--- config.mk ---
export PLATFORM = sky130hd
export DESIGN_NAME = instruction_loader
export DESIGN_NICKNAME = d
export VERILOG_FILES = /design/src/rtl/instruction_loader_pkg.sv /design/src/rtl/instruction_loader_packer.sv /design/src/rtl/instruction_loader.sv
export SDC_FILE = /design/constraint.sdc
export NUM_CORES = 1
export LEC_CHECK = 0
export CORE_ASPECT_RATIO = 1.75
export CORE_MARGIN = 4
export CORE_UTILIZATION = 45
export CTS_BUF_LIST = sky130_fd_sc_hd__clkbuf_4 sky130_fd_sc_hd__clkbuf_8 sky130_fd_sc_hd__clkbuf_16
export DETAILED_ROUTE_END_ITERATION = 8
export GPL_TIMING_DRIVEN = 1
export HOLD_SLACK_MARGIN = 0.05
export PLACE_DENSITY = 0.81
export SYNTH_ARGS = -nofsm -noshare
export SYNTH_HDL_FRONTEND = slang
export SYNTH_HIERARCHICAL = 1
export SYNTH_SLANG_ARGS = --single-unit
--- constraint.sdc ---
create_clock -name clk -period 3.3 [get_ports clk]
set_input_delay 0.66 -clock clk [delete_from_list [all_inputs] [get_ports clk]]
set_output_delay 0.66 -clock clk [all_outputs]
set_load 0.02 [all_outputs]
--- src/rtl/instruction_loader_pkg.sv ---
`default_nettype none
// ============================================================================
// Module   : instruction_loader_pkg
// Purpose  : Shared constants and FSM state encoding for the boot-time
//            instruction loader.
// Revision : 1.0 - initial release
// ============================================================================
package instruction_loader_pkg;

  localparam int BYTES_PER_WORD = 4;
  localparam int LEN_WIDTH      = 16;

  typedef enum logic [2:0] {
    ST_IDLE   = 3'd0,
    ST_LEN_LO = 3'd1,
    ST_LEN_HI = 3'd2,
    ST_DATA   = 3'd3,
    ST_WRITE  = 3'd4,
    ST_DONE   = 3'd5,
    ST_ERROR  = 3'd6
  } state_t;

endpackage
`default_nettype wire

--- src/rtl/instruction_loader_packer.sv ---
`default_nettype none
// ============================================================================
// Module   : instruction_loader_packer
// Purpose  : Byte-to-word packer. Shifts stream bytes in LSB first and flags
//            the cycle in which the final byte of a word is being accepted.
// Ports    : clk, rstn        - clock, synchronous active-low reset
//            i_clear          - drop any partially assembled word
//            i_shift          - accept i_byte this cycle
//            i_byte           - stream byte
//            o_word           - assembled word including the current byte
//            o_word_valid     - i_shift carries the last byte of a word
// Revision : 1.0 - initial release
// ============================================================================
module instruction_loader_packer
  import instruction_loader_pkg::*;
#(
  parameter int DATA_WIDTH = 32
) (
  input  logic                  clk,
  input  logic                  rstn,
  input  logic                  i_clear,
  input  logic                  i_shift,
  input  logic [7:0]            i_byte,
  output logic [DATA_WIDTH-1:0] o_word,
  output logic                  o_word_valid
);

  // Only the three earlier bytes need storage; the fourth is taken straight
  // from the input so the word is ready in the same cycle it completes.
  logic [DATA_WIDTH-9:0] r_shift;
  logic [1:0]            r_cnt;

  assign o_word       = {i_byte, r_shift};
  assign o_word_valid = i_shift && (r_cnt == 2'(BYTES_PER_WORD - 1));

  always_ff @(posedge clk) begin
    if (!rstn || i_clear) begin
      r_shift <= '0;
      r_cnt   <= '0;
    end else if (i_shift) begin
      r_shift <= o_word[DATA_WIDTH-1:8];
      r_cnt   <= r_cnt + 2'd1;
    end
  end

endmodule
`default_nettype wire

--- src/rtl/instruction_loader.sv ---
`default_nettype none
// ============================================================================
// Module   : instruction_loader
// Purpose  : Boot-time program loader. Receives a length-prefixed byte
//            stream, assembles little-endian words and writes them to
//            consecutive instruction memory addresses. Fetch enable stays
//            low until the whole image has been written.
// Ports    : clk, rstn        - clock, synchronous active-low reset
//            start            - one-cycle pulse, begin a new load
//            in_valid/in_data - byte stream, in_ready accepts it
//            mem_a/mem_wd/mem_we - instruction memory write port
//            core_en          - fetch enable, high only with a valid image
//            busy/done/err    - load status (done/err sticky until start)
//            words_loaded     - words written in the current load
// Revision : 1.0 - initial release
// ============================================================================
module instruction_loader
  import instruction_loader_pkg::*;
#(
  parameter int DATA_WIDTH   = 32,
  parameter int MEM_CAPACITY = 10
) (
  input  logic                  clk,
  input  logic                  rstn,
  input  logic                  start,
  input  logic                  in_valid,
  input  logic [7:0]            in_data,
  output logic                  in_ready,
  output logic [DATA_WIDTH-1:0] mem_a,
  output logic [DATA_WIDTH-1:0] mem_wd,
  output logic                  mem_we,
  output logic                  core_en,
  output logic                  busy,
  output logic                  done,
  output logic                  err,
  output logic [LEN_WIDTH-1:0]  words_loaded
);

  state_t                r_state;
  state_t                w_next;
  logic [LEN_WIDTH-1:0]  r_len;
  logic [LEN_WIDTH-1:0]  r_words_loaded;
  logic [LEN_WIDTH-1:0]  w_len_full;
  logic [DATA_WIDTH-1:0] r_mem_a;
  logic [DATA_WIDTH-1:0] r_mem_wd;
  logic [DATA_WIDTH-1:0] w_word;
  logic                  r_core_en;
  logic                  w_restart;
  logic                  w_data_xfer;
  logic                  w_word_valid;

  // start is only honoured when no load is in flight.
  assign w_restart   = start && (r_state == ST_IDLE || r_state == ST_DONE ||
                                 r_state == ST_ERROR);
  assign w_data_xfer = in_valid && (r_state == ST_DATA);
  assign w_len_full  = {in_data, r_len[7:0]};

  instruction_loader_packer #(
    .DATA_WIDTH (DATA_WIDTH)
  ) u_packer (
    .clk          (clk),
    .rstn         (rstn),
    .i_clear      (w_restart),
    .i_shift      (w_data_xfer),
    .i_byte       (in_data),
    .o_word       (w_word),
    .o_word_valid (w_word_valid)
  );

  always_comb begin
    w_next   = r_state;
    in_ready = 1'b0;
    busy     = 1'b0;
    done     = 1'b0;
    err      = 1'b0;
    mem_we   = 1'b0;
    case (r_state)
      ST_IDLE: begin
        if (start) w_next = ST_LEN_LO;
      end
      ST_LEN_LO: begin
        in_ready = 1'b1;
        busy     = 1'b1;
        if (in_valid) w_next = ST_LEN_HI;
      end
      ST_LEN_HI: begin
        in_ready = 1'b1;
        busy     = 1'b1;
        if (in_valid) begin
          if (w_len_full == '0)
            w_next = ST_DONE;
          else if (w_len_full > LEN_WIDTH'(MEM_CAPACITY))
            w_next = ST_ERROR;
          else
            w_next = ST_DATA;
        end
      end
      ST_DATA: begin
        in_ready = 1'b1;
        busy     = 1'b1;
        if (w_word_valid) w_next = ST_WRITE;
      end
      ST_WRITE: begin
        busy   = 1'b1;
        mem_we = 1'b1;
        if (r_words_loaded + LEN_WIDTH'(1) == r_len)
          w_next = ST_DONE;
        else
          w_next = ST_DATA;
      end
      ST_DONE: begin
        done = 1'b1;
        if (start) w_next = ST_LEN_LO;
      end
      ST_ERROR: begin
        err = 1'b1;
        if (start) w_next = ST_LEN_LO;
      end
      default: w_next = ST_IDLE;
    endcase
  end

  always_ff @(posedge clk) begin
    if (!rstn) begin
      r_state        <= ST_IDLE;
      r_len          <= '0;
      r_words_loaded <= '0;
      r_mem_a        <= '0;
      r_mem_wd       <= '0;
      r_core_en      <= 1'b0;
    end else begin
      r_state   <= w_next;
      // Rises one cycle after DONE is entered, so it can never overlap the
      // final write; drops on the same edge that leaves DONE.
      r_core_en <= (r_state == ST_DONE) && (w_next == ST_DONE);
      if (w_restart) begin
        r_len          <= '0;
        r_words_loaded <= '0;
      end
      if (r_state == ST_LEN_LO && in_valid) r_len[7:0]  <= in_data;
      if (r_state == ST_LEN_HI && in_valid) r_len[15:8] <= in_data;
      // Address and data are captured with the last byte and then held
      // until the next word completes.
      if (w_word_valid) begin
        r_mem_a  <= DATA_WIDTH'(r_words_loaded);
        r_mem_wd <= w_word;
      end
      if (r_state == ST_WRITE) r_words_loaded <= r_words_loaded + LEN_WIDTH'(1);
    end
  end

  assign mem_a        = r_mem_a;
  assign mem_wd       = r_mem_wd;
  assign core_en      = r_core_en;
  assign words_loaded = r_words_loaded;

endmodule
`default_nettype wire

Yosys cells after proc, flatten, opt, wreduce, memory -nomap -nowiden. Cells that the tools add are included.

Add/subtract/negate cells: 2. Multiply operators: 0. Div/mod/pow operators: 0. Order comparisons: 1. Equality and inequality tests: 9. Shift-type cells: 0. Mux-type cells: 17. Bitwise logic cells: 0. Reduce and logical (&&, ||, !) cells: 18.

Operators with widths (count): two-way mux 16 bit (2); two-way mux 3 bit (7); adder 16 x 1 -> 16 bit (second input constant) (1); equality test 16 bit (1); greater-than comparator 16 x 4 -> 1 bit (second input constant) (1); zero test 16 bit (1); two-way mux 8 bit (2); one-hot mux 3 bit (5 select lines) (1); equality test 3 bit (second input constant) (4); equality test 3 x 2 -> 1 bit (second input constant) (2); logical AND 1 bit (6); nonzero test 2 bit (3); OR reduction 3 bit (2); two-way mux 1 bit (5); OR reduction 4 bit (1); equality test 3 x 1 -> 1 bit (second input constant) (1); zero test 3 bit (1); logical OR 1 bit (3); adder 2 x 1 -> 2 bit (second input constant) (1); equality test 2 bit (second input constant) (1); zero test 1 bit (1).

Register bits after elaboration: 110. Bits in latches: 0. Bits in writable memories: 0. ROM bits: 0. Input bits: 12. Output and inout port bits: 86. Word-level logic and storage cells: 56. Memories: 0.

Longest topological paths before layout.
Depth after elaboration: 7. Mapped depth: 12.

Modules after synthesis. The synthesis kept the hierarchy.

Modules (own cells, without submodules): instruction_loader (instances 1, cells each 477, area each 4219.0 sq um); instruction_loader_packer (instances 1, cells each 95, area each 1047.3 sq um).

Least setup slack after synthesis. OpenSTA, ideal clock, no wires.

Kind: input to register. Start point: input in_valid. End point: register r_state[0]. Arrival time: 2519 ps. Setup slack: 662 ps. Stages on the path: 11. Path buffers: 4. Path through: inv_1 -> nor2_1 -> and3_1 -> buf_6 -> buf_12 -> and2_1 -> clkbuf_1 -> buf_1 -> o22a_1 -> a21oi_1 -> o31a_1.

Word-level cells in the longest chain between the ends: 4. Elaborated cells on any way between the ends: 6. Classes of those cells: mux (4); reduce/logical (2).

Ends and longest elaborated chain: start: declaration (RTL line instruction_loader.sv:26) `input logic in_valid,`; logical AND 1 bit (RTL line instruction_loader.sv:55) `assign w_data_xfer = in_valid && (r_state == ST_DATA);`; net w_data_xfer (RTL line instruction_loader.sv:49) `logic w_data_xfer;`; logical AND 1 bit (RTL line instruction_loader_packer.sv:34) `assign o_word_valid = i_shift && (r_cnt == 2'(BYTES_PER_WORD - 1));`; net w_word_valid (RTL line instruction_loader.sv:50) `logic w_word_valid;`; two-way mux 3 bit (RTL line instruction_loader.sv:101) `if (w_word_valid) w_next = ST_WRITE;`; one-hot mux 3 bit (5 select lines) (RTL line instruction_loader.sv:77) `case (r_state)`; end signal: assignment (RTL line instruction_loader.sv:132) `r_state <= w_next;`; end: declaration (RTL line instruction_loader.sv:39) `state_t r_state;`.

The timed path passes the listed nets, and every way through them passes these cells. A chain may end at the register's enable or synchronous reset.

Worst setup path in the final report.
Start point: register r_state[2]. End point: output mem_we.

Word-level cells in the longest chain between the ends: 2.

Ends and longest elaborated chain: equality test 3 bit (RTL line instruction_loader.sv:77); two-way mux 1 bit (RTL line instruction_loader.sv:77); end: declaration (RTL line instruction_loader.sv:31) `output logic mem_we,`.

Every way passes these cells.

==> impl_metrics.py <==
metrics = {
    "pwr": {
        "pwr_density_cell_mw_per_mm2": 433.5,
        "p_total_w": 0.002720,
        "power.share.clock_pct": 40.6,
        "switchingPower_w": 0.0007440,
        "power.internal_w": 0.001976,
        "total_leakage_power_nw": 2.077,
        "vdd_drop_max_mv": 0.3628,
        "swShare_pct": 27.35,
        "combPwrFrac_pct": 9.3,
        "sequentialPowerShare_pct": 50.1,
    },
    "logic_synthesis": {
        "netlist_instances": 572,
        "synthFlopType": "dfxtp_1",
        "synth.ff_latch_count": 110,
        "synthArstFlopShare_pct": 0,
        "synth.distinct_cells": 56,
        "yosysWarnings": 6,
        "synth-seq-area-share_pct": 41.82,
        "avgSynthCellArea_um2": 9.207,
        "syn_area_mm2": 0.005266,
        "synth_edf_count": 0,
    },
    "floorplanning": {
        "rows": 52,
        "die_area_mm2": 0.01357,
        "die_w_um": 89.78,
        "die_y_um": 151.1,
        "initial_utilization_pct": 45.73,
        "num_io_pins": 98,
        "core_area_mm2": 0.01152,
    },
    "final_layout": {
        "area_growth_pct": 19.15,
        "drive_gt1_share_pct": 6.171,
        "antenna_cells": 0,
        "fillers": 1006,
        "multi_input_area_mm2": 0.002676,
        "ff_latch_area_mm2": 0.002202,
        "fin_nets": 641,
    },
    "critical_path": {
        "endpoint": "mem_we",
        "worstSetupEndpointType": "output pin",
        "rr_startpoint": "words_loaded[3]",
        "r2r_end": "r_state[1]",
        "worstPathRequired_ns": 2.64,
        "arrival_ns": 2.25,
        "reg2reg_depth": 5,
        "crit_path_start_kind": "flip-flop",
        "crit_type": "flip-flop to output pin",
        "crit_path_max_fanout": 12,
        "reg2reg_slack_ns": 0.82,
        "crit_start": "r_state[2]",
    },
    "clock_network": {
        "root_buffer": "clkbuf_16",
        "cts_sinks": 110,
        "cts_tree": "built",
        "cts_buffers": 9,
        "ctsLongestPathBuffers": 2,
        "cts.clk_slew.worst_paths_ns": 0.08,
        "htreeDepth": 3,
        "clock_latency_ns": 0.36,
        "cts_setup_buffers": 0,
        "cts_hold_buf": 0,
        "ctsResizeCount": 0,
    },
    "route": {
        "vias": 4231,
        "drtAntennaViolNets": 0,
        "drc": 0,
        "drtIter0Drc": 309,
        "firstDrtPassIters": 6,
        "routed_via_density": 5.516,
        "drt-total-wl_um": 13080,
        "routedWlPerCell_um": 17.05,
    },
    "grt": {
        "gr-total-overflow": 0,
        "grt_antenna_before_repair": 0,
        "grt_use_total_pct": 19.49,
        "grt_max_degree": 59,
        "grt_pass1_vias": 4219,
        "grt_pass1_wl_um": 21080,
    },
    "sta": {
        "worst_pin_slew_ns": 0.8979,
        "layout_min_cycle_time_ns": 2.909,
        "skew_ns": 0.01078,
        "finalSetupViolCount": 0,
        "fin_crit_sh_pct": 88.14,
        "slew_headroom_pct": 40.14,
        "timing.hold.ws_ns": 0.5008,
        "rsz0062_at_grt": "false",
        "fmax_mhz": 343.8,
        "setup_tns_ns": 0,
        "finalHoldViolations": 0,
        "drv_slew": 0,
    },
    "placed_design": {
        "portBuffers": 81,
        "place.gp.congestion": 0.8293,
        "dpl.hpwl_um": 9317,
    },
    "job": {
        "cap_violations": 0,
    },
    "outcome": {
        "status": "finished, final reports clean",
    },
    "worst_hold_path": {
        "hold_depth": 2,
        "hold_path.class": "flip-flop to flip-flop",
    },
}
## worst min-delay path by stage
stage,to,slack [ns],from
5_1_grt,r_len[10],0.53,r_len[10]
3_5_place_dp,r_len[15],0.49,r_len[15]
6_report,r_len[8],0.50,r_len[8]
3_3_place_gp,u_packer/r_cnt[1],0.48,u_packer/r_cnt[1]
2_1_floorplan,u_packer/r_shift[0],0.46,u_packer/r_shift[0]
4_1_cts,r_len[8],0.50,r_len[8]
## power by group through the flow
stage / Combinational [W] / Clock [W] / Sequential (W)
final: 0.000254 / 0.00110 / 0.00136
after global placement: 0.000246 / 0 / 0.00139
after detailed placement: 0.000251 / 0 / 0.00139
after global routing: 0.000272 / 0.00117 / 0.00137
after floorplan: 0.000202 / 0 / 0.00138
after CTS: 0.000253 / 0.00112 / 0.00136
## layout make-up
cell class / instances / area share (%)
multi-input combinational: 407 / 42.65
sequential: 110 / 35.09
timing repair buffer: 92 / 14.36
clock buffer: 9 / 3.589
tap: 135 / 2.692
clock inverter: 7 / 1.196
inverter: 7 / 0.4187
## worst max-delay path, stage by stage (launching register included)
cell and delay [ns]:
dfxtp_1 0.57, nor2b_1 0.42, nand2_1 0.18, inv_1 0.10
clkdlybuf4s50_1 0.61
## logic make-up (layout without fill, tap and decap cells)
group	Yosys count	count (layout)	share of synthesized area (%)
simple gates	213	213	21.29
flops	110	110	41.82
compound gates	82	82	10.50
mux	74	74	14.07
buf+inv	70	115	8.458
xor+xnor	20	20	3.326
fa+ha+maj	2	2	0.4751
other cells	1	16	0.07121
## sequential cells by signal (all words and copies together) (netlist names)
name	count
core_en	1
u_packer/r_shift	24
r_len	16
mem_a	16
words_loaded	16
r_state	3
u_packer/r_cnt	2
mem_wd	32
## stage by stage
stage | utilization (%) | cell area, µm² | setup WS [ns] | std cells
6_report | 54.49 | 6275 | 0.3913 | 767
5_1_grt | 54.49 | 6275 | 0.2920 | 767
4_1_cts | 54.49 | 6275 | 0.3706 | 767
3_5_place_dp | 51.88 | 5974 | 0.4480 | 751
3_3_place_gp | 51.88 | 5974 | 0.5973 | 751
2_1_floorplan | - | 5323 | 0.6618 | 587
## routing by layer
layer	GRT usage [%]	share of wire, %
met1	20.14	37
met2	35.75	53
met3	3.678	4.8
met4	13.20	5.3
met5	0	0
## layout by cell type (no fill, tap or decap), drive strengths merged, types with 4 or more instances in the layout
master,count
dfxtp,110
clkdlybuf4s50,80
mux2i,74
nor2b,55
nor2,48
nand2,38
nand3,27
a21boi,25
o21ai,20
conb,16
buf,12
xnor2,11
a21oi,11
inv,11
xor2,9
a31oi,9
clkbuf,9
nor4,8
nor3,7
nand4,5
and3,5
nand2b,4
## synth_stat cells (3+ instances only)
cell      instances  area, µm²
dfxtp_1         110       2202
mux2i_1          74      740.7
nor2b_1          55      344.1
nor2_1           47      176.4
nand2_1          38      142.6
buf_4            29      217.7
nand3_1          26      130.1
a21boi_0         25      187.7
clkbuf_1         21      78.83
o21ai_0          19      95.09
a21oi_1          11      55.05
xnor2_1          11      96.34
a31oi_1           9      56.30
xor2_1            9      78.83
nor4_1            8      50.05
inv_1             7      26.28
nor3_1            7      35.03
buf_1             5      18.77
nand4_1           5      31.28
and3_1            4      25.02
buf_6             4      45.04
nand2b_1          3      18.77
o21a_1            3      22.52
Note: power is estimated with default switching activity, not from simulation.
